<file path="src/rtl/trig_coincidence.sv">
// N-channel trigger coincidence unit: synchronise, window each rising edge,
// majority-match enabled channels, then emit a fixed pulse followed by dead time.
module trig_coincidence #(
  parameter int NCHAN        = 4,
  parameter int WINDOW_BITS  = 4,
  parameter int HOLDOFF_BITS = 8,
  parameter int OUT_LEN      = 4,
  parameter int CNT_BITS     = 32,
  localparam int TW          = $clog2(NCHAN + 1)
) (
  input  logic                    clk_i,
  input  logic                    rst_i,
  input  logic [NCHAN-1:0]        trig_i,
  input  logic [NCHAN-1:0]        chan_mask_i,
  input  logic [WINDOW_BITS-1:0]  window_i,
  input  logic [TW-1:0]           threshold_i,
  input  logic [HOLDOFF_BITS-1:0] holdoff_i,
  output logic                    trig_o,
  output logic [CNT_BITS-1:0]     trig_count_o,
  output logic [NCHAN-1:0]        chan_active_o,
  output logic                    busy_o
);

  localparam int WB = WINDOW_BITS + 1;
  localparam int PW = (OUT_LEN > 1) ? $clog2(OUT_LEN) : 1;

  localparam logic [1:0] IDLE    = 2'd0;
  localparam logic [1:0] PULSE   = 2'd1;
  localparam logic [1:0] HOLDOFF = 2'd2;

  logic [NCHAN-1:0]        s0, s1, prev, rise;
  logic [WB-1:0]           wcnt [NCHAN];
  logic [NCHAN-1:0]        active;
  logic [TW-1:0]           pop;
  logic                    match;
  logic [1:0]              state;
  logic [PW-1:0]           pcnt;
  logic [HOLDOFF_BITS-1:0] hold, hcnt;

  always_ff @(posedge clk_i or posedge rst_i) begin
    if (rst_i) begin
      s0   <= '0;
      s1   <= '0;
      prev <= '0;
    end else begin
      s0   <= trig_i;
      s1   <= s0;
      prev <= s1;
    end
  end

  assign rise = s1 & ~prev;

  // Match clears every window, so one coincidence yields exactly one trigger.
  always_ff @(posedge clk_i or posedge rst_i) begin
    if (rst_i) begin
      for (int unsigned c = 0; c < NCHAN; c++) wcnt[c] <= '0;
    end else begin
      for (int unsigned c = 0; c < NCHAN; c++) begin
        if (!chan_mask_i[c] || match)
          wcnt[c] <= '0;
        else if (rise[c] && state == IDLE)
          wcnt[c] <= WB'(window_i) + WB'(1);
        else if (wcnt[c] != '0)
          wcnt[c] <= wcnt[c] - WB'(1);
      end
    end
  end

  always_comb begin
    active = '0;
    pop    = '0;
    for (int unsigned c = 0; c < NCHAN; c++) begin
      active[c] = (wcnt[c] != '0);
      pop       = pop + TW'(active[c] & chan_mask_i[c]);
    end
    match = (state == IDLE) && (threshold_i != '0) && (pop >= threshold_i);
  end

  assign chan_active_o = active;
  assign busy_o        = (state != IDLE);

  always_ff @(posedge clk_i or posedge rst_i) begin
    if (rst_i) begin
      state        <= IDLE;
      trig_o       <= 1'b0;
      pcnt         <= '0;
      hold         <= '0;
      hcnt         <= '0;
      trig_count_o <= '0;
    end else begin
      case (state)
        IDLE: begin
          if (match) begin
            state  <= PULSE;
            trig_o <= 1'b1;
            pcnt   <= PW'(OUT_LEN - 1);
            hold   <= holdoff_i;
            if (trig_count_o != '1)
              trig_count_o <= trig_count_o + CNT_BITS'(1);
          end
        end
        PULSE: begin
          if (pcnt == '0) begin
            trig_o <= 1'b0;
            if (hold == '0) begin
              state <= IDLE;
            end else begin
              state <= HOLDOFF;
              hcnt  <= hold - HOLDOFF_BITS'(1);
            end
          end else begin
            pcnt <= pcnt - PW'(1);
          end
        end
        HOLDOFF: begin
          if (hcnt == '0)
            state <= IDLE;
          else
            hcnt <= hcnt - HOLDOFF_BITS'(1);
        end
        default: begin
          state  <= IDLE;
          trig_o <= 1'b0;
        end
      endcase
    end
  end

endmodule

</file>
<file path="config.mk">
export PLATFORM = sky130hd
export DESIGN_NAME = trig_coincidence
export DESIGN_NICKNAME = d
export VERILOG_FILES = /design/src/rtl/trig_coincidence.sv
export SDC_FILE = /design/constraint.sdc
export NUM_CORES = 1
export LEC_CHECK = 0
export CELL_PAD_IN_SITES_DETAIL_PLACEMENT = 0
export CELL_PAD_IN_SITES_GLOBAL_PLACEMENT = 2
export CORE_MARGIN = 4
export CORE_UTILIZATION = 38
export DETAILED_ROUTE_END_ITERATION = 8
export PLACE_DENSITY_LB_ADDON = 0.1
export SLEW_MARGIN = 40
export SYNTH_ARGS = -nofsm -noshare
export SYNTH_HDL_FRONTEND = slang
export SYNTH_SLANG_ARGS = --single-unit
</file>
<file path="constraint.sdc">
create_clock -name clk_i -period 5.8 [get_ports clk_i]
set_input_delay 0.87 -clock clk_i [delete_from_list [all_inputs] [get_ports clk_i]]
set_output_delay 0.87 -clock clk_i [all_outputs]
set_load 0.02 [all_outputs]
</file>
* Word level (Yosys, flattened, before mapping)
Index checks and enable logic that the tools add are counted.
** Operators by class
- $add $sub $neg :: 12
- Order comparisons :: 1
- Eq/ne operators :: 9
- Muxes and demuxes :: 27
- Bitwise gates (word level) :: 7
- Reductions and logical operators :: 36
** Operators by type and width (number)
- 2-to-1 mux 5 bit :: 12
- adder 32 x 1 -> 32 bit (second input constant) :: 1
- != test 32 bit (second input constant) :: 1
- 2-to-1 mux 8 bit :: 3
- nonzero test 5 bit :: 4
- subtractor 5 x 1 -> 5 bit (second input constant) :: 4
- zero test 8 bit :: 2
- one-hot mux 8 bit (2 select lines) :: 1
- subtractor 8 x 1 -> 8 bit (second input constant) :: 2
- nonzero test 3 bit :: 5
- 2-to-1 mux 2 bit :: 6
- != test 2 bit (second input constant) :: 6
- AND reduction 3 bit :: 4
- logical AND 1 bit :: 6
- one-hot mux 2 bit (3 select lines) :: 1
- nonzero test 2 bit :: 3
- adder 4 x 1 -> 5 bit (second input constant) :: 1
- AND 1 bit :: 4
- AND 4 bit :: 1
- zero test 1 bit :: 4
- zero test 2 bit :: 2
- logical OR 1 bit :: 4
- inverter 4 bit :: 1
- one-hot mux 2 bit (2 select lines) :: 1
- other kinds (12) :: 13
** Word-level totals
- Register bits :: 85
- Input bits :: 25
- Output and inout port bits :: 38

* Logic depth before layout (Yosys ltp)
- Word-level depth :: 9
- Gate-level depth with buffers :: 14

* Least setup slack after synthesis
Ideal clock, no wire load.
- Path kind :: register -> register
- Start point :: register wcnt[15] (netlist bit)
- End point :: register trig_count_o[6]
- Arrival :: 3.490 ns
- Data required time :: 5.720 ns
- Setup slack :: 2.230 ns
- Cell stages (with the launch flop) :: 15
- Path buffers :: 1
- Period minus slack after synthesis :: 3.570 ns
- Path through :: dfrtp_1 -> inv_1 -> ha_1 -> nand3b_1 -> and2_1 -> fa_1 -> ha_1 -> ha_1 -> ha_1 -> nand2_1 -> o21ai_1 -> nand2_4 -> buf_6 -> nor4_2 -> xor2_1
** On the way
- Word-level cells in the longest chain between the ends :: 8
** RTL lines
- start: declaration :: RTL line 32 : logic [WB-1:0] wcnt [NCHAN];
- start signal: indexed assignment :: RTL line 63 : wcnt[c] <= WB'(window_i) + WB'(1);
- start signal: indexed assignment :: RTL line 65 : wcnt[c] <= wcnt[c] - WB'(1);
- nonzero test 5 bit :: RTL line 74 : active[c] = (wcnt[c] != '0);
- named net chan_active_o[0] :: RTL line 20 : output logic [NCHAN-1:0] chan_active_o,
- AND 1 bit :: RTL line 75 : pop = pop + TW'(active[c] & chan_mask_i[c]);
- adder 1 x 1 -> 2 bit :: RTL line 75
- adder 2 x 1 -> 3 bit :: RTL line 75
- adder 3 x 1 -> 3 bit :: RTL line 75
- >= comparator 3 bit :: RTL line 77 : match = (state == IDLE) && (threshold_i != '0) && (pop >= threshold_i);
- logical AND 1 bit :: RTL line 77
- AND reduction 3 bit (no line)
- end signal: assignment :: RTL line 100 : trig_count_o <= trig_count_o + CNT_BITS'(1);
- end: declaration :: RTL line 19 : output logic [CNT_BITS-1:0] trig_count_o,
The timed path passes the listed nets, and every way through them passes these cells.
A chain may end at the register's enable or synchronous reset.

* Final worst setup path
- Start point :: register wcnt[15] (netlist bit)
- End point :: register trig_count_o[1]
** On the way
- Word-level cells in the longest chain between the ends :: 8
** RTL lines (RTL line)
- nonzero test 5 bit :: 74
- AND 1 bit :: 75
- adder 1 x 1 -> 2 bit :: 75
- adder 2 x 1 -> 3 bit :: 75
- adder 3 x 1 -> 3 bit :: 75
- >= comparator 3 bit :: 77
- logical AND 1 bit :: 77
- AND reduction 3 bit (no line)
Every way passes these cells.

==> results.yml <==
placed_design:
  io_buffers: 62
  place_ws_ns: 1.54
  dp_hpwl_um: 7470
  gp_congestion: 0.794
detailed_routing:
  first_pass_iters: 4
  wl_per_cell_um: 16.0
  vias: 3501
  drt_iter0_drc: 174
  avgViaCountPerCell: 5.23
  wl_um: 10700
  postRouteAntennaNets: 0
  drcViolationCount: 0
setup_path:
  path_class: "reg -> reg"
  crit_path_end_kind: "register"
  cp_common_cell: "ha_1"
  cp.arrival_ns: 4.20
  r2r_slack_ns: 1.82
  reg2reg_to: "trig_count_o[1]$_DFFE_PP0P_"
  r2r_start: "wcnt[15]$_DFFE_PP0P_"
  worstRegToRegCells: 13
  crit_fanout: 37
  max_stage_delay_ns: 0.52
  crit_required_ns: 6.02
  cp-start-kind: "register"
  worst_path_max_delay_cell: "fa_1"
  cp_cell_sequence: "inv_1 > ha_1 > nand3b_1 > and2_1 > fa_1 > ha_1 > ha_1 > ha_1 > nand2_1 > o21ai_1 > nand2_4 > nor2_2 > mux2_4"
sta:
  fin_skew_ns: 0.00683
  timing.final.max_slew_violations: 0
  fin_ws_ns: 1.82
  finalSetupViolations: 0
  final.setup.tns_ns: 0
  final.period_utilization: 0.686
  hold_violations: 0
  timing.fmax_ghz: 0.251
  period_needed_ns: 3.98
  worst_slew_pin_slew_ns: 0.664
  rsz0062_at_grt: "no"
  relSlewSlack: 0.557
layout:
  layout_commonest_cell: "dfrtp_1"
  final_cell_mix: "85 x dfrtp_1, 62 x clkdlybuf4s50_1, 48 x nand2_1"
  syn_to_final_growth_pct: 24.1
  final_core_util: 0.479
  fillers: 1128
  antennaDiodeCount: 0
  nets: 561
  drive_gt1_frac: 0.126
global_routing:
  antenna_found_initial: 0
  grt_max_degree: 50
  grt_pass1_wl_um: 18500
  grt_pass1_vias: 3611
  track_usage: 0.162
  overflow: 0
floorplan:
  rows: 40
  coreArea_um2: 12000
  pin_count: 63
  die_h_um: 118
  start_util: 0.386
  chipWidth_um: 118
  die_area_um2: 14000
synthesis:
  yosys_warnings: 0
  async_flop_share: 1.00
  syn-instance-count: 452
  ys_ff_latch: 85
  synth_ff_type: "dfrtp_1"
  netlist_area_um2: 4620
  yosysSeqAreaShare: 0.460
  synth_edf_count: 0
  ys_types: 61
  syn_nets: 495
  syn_area_per_cell_um2: 10.2
clock_network:
  cts_buffers: 9
  clk_root_buffer_cell: "clkbuf_16"
  clockBufferDepth: 2
  ctsHoldBuffers: 0
  cts_setup_buffers: 0
  clock_sinks: 85
  cts_resized: 0
  h-tree-depth: 3
  path_clk_slew_ns: 0.06
  cts_tree: "done"
  worstSkewPairLatency_ns: 0.34
worst_hold_path:
  min_to: "s1[3]$_DFF_PP0_"
  whs_path_depth: 0
  hp-class: "reg -> reg"
  holdCritStartpoint: "s0[3]$_DFF_PP0_"
power_and_ir_drop:
  p_per_area_nw_per_um2: 507
  irDropWorstVdd_mv: 0.256
  total_power_mw: 2.91
  p_leak_nw: 2.48
run:
  max-cap-violations: 0
run_status:
  status: "complete, no violations"
==> cells in the mapped netlist (all sizes together) (2+ instances only) <==
| library cell | instances | area [µm²] |
|---|---|---|
| a211oi | 4 | 30.0 |
| nand4 | 8 | 56.3 |
| nor2 | 43 | 179 |
| a31oi | 4 | 25.0 |
| nand3 | 18 | 100 |
| nor3b | 9 | 72.6 |
| or3 | 2 | 12.5 |
| nand2b | 2 | 12.5 |
| buf | 8 | 73.8 |
| a221o | 2 | 20.0 |
| nor4b | 5 | 75.1 |
| a21oi | 26 | 130 |
| or4 | 3 | 30.0 |
| nand3b | 9 | 67.6 |
| o211ai | 4 | 30.0 |
| inv | 20 | 75.1 |
| o21ai | 11 | 58.8 |
| nor4 | 13 | 144 |
| and3 | 4 | 30.0 |
| and4 | 2 | 20.0 |
| or2 | 2 | 12.5 |
| nand2 | 49 | 191 |
| mux2 | 11 | 128 |
| a311oi | 2 | 17.5 |
| nor3 | 26 | 145 |
| dfrtp | 85 | 2130 |
| ha | 17 | 213 |
| and2 | 5 | 32.5 |
| mux2i | 2 | 20.0 |
| xnor2 | 6 | 52.6 |
| a21o | 2 | 15.0 |
| xor2 | 38 | 333 |
==> flip-flops by register name (all words and copies together) (netlist names) <==
signal,flops
state,2
trig_o,1
s1,4
s0,4
hcnt,8
wcnt,20
prev,4
hold,8
pcnt,2
trig_count_o,32
==> stage by stage <==
step                      hold slack (ns)  instance area, µm²  instances
after floorplan                     0.331                4620        452
after global placement              0.335                5360        654
after detailed placement            0.337                5360        654
after CTS                           0.361                5740        670
after global routing                0.364                5740        670
final                               0.356                5740        670
==> layout make-up <==
class | instances | area (µm²) | share of cell area
Tap cell | 147 | 184 | 0.0321
Clock inverter | 6 | 134 | 0.0233
Clock buffer | 10 | 239 | 0.0417
Sequential cell | 85 | 2130 | 0.371
Inverter | 20 | 76.3 | 0.0133
Timing Repair Buffer | 63 | 628 | 0.110
Multi-Input combinational cell | 339 | 2350 | 0.409
==> critical path: cells and delay by family, from the launching register on <==
| kind | cells | cell delay, ns |
|---|---|---|
| buffers and inverters | 1 | 0.11 |
| AND/OR/NAND/NOR | 5 | 1.28 |
| flip-flops | 1 | 0.38 |
| adder cells (fa/ha/maj) | 5 | 1.47 |
| multiplexers | 1 | 0.31 |
| AO/OA/AOI/OAI | 1 | 0.30 |
==> report_power, final <==
| part | internal, mW | switching (mW) |
|---|---|---|
| clock network | 0.476 | 0.242 |
| registers | 0.759 | 0.173 |
| logic | 0.546 | 0.710 |
==> routing by layer <==
layer / wire length [µm] / GRT usage / vias up
li1: - / - / 1730
met1: 5420 / 0.229 / 1696
met2: 4690 / 0.239 / 61
met3: 462 / 0.0450 / 14
met4: 173 / 0.0535 / 0
met5: 0 / 0 / -
==> kinds of logic (layout without fill, tap and decap cells) <==
family          Yosys count  in the layout  synth area share
simple gates            202            202             0.259
compound gates           62             62            0.0828
buf+inv                  28             99            0.0322
fa+ha+maj                18             18            0.0504
flops                    85             85             0.460
xor+xnor                 44             44            0.0834
mux                      13             13            0.0319
==> worst max path at each step <==
stage,start,endpoint,cells after the start
floorplan,wcnt[15]$_DFFE_PP0P_,trig_count_o[6]$_DFFE_PP0P_,14
global placement,chan_mask_i[0],trig_count_o[1]$_DFFE_PP0P_,11
detailed placement,chan_mask_i[1],trig_count_o[1]$_DFFE_PP0P_,11
CTS,wcnt[15]$_DFFE_PP0P_,trig_count_o[1]$_DFFE_PP0P_,13
global route,wcnt[15]$_DFFE_PP0P_,trig_count_o[17]$_DFFE_PP0P_,13
finish,wcnt[15]$_DFFE_PP0P_,trig_count_o[1]$_DFFE_PP0P_,13
Note: power is estimated with default switching activity, not from simulation.
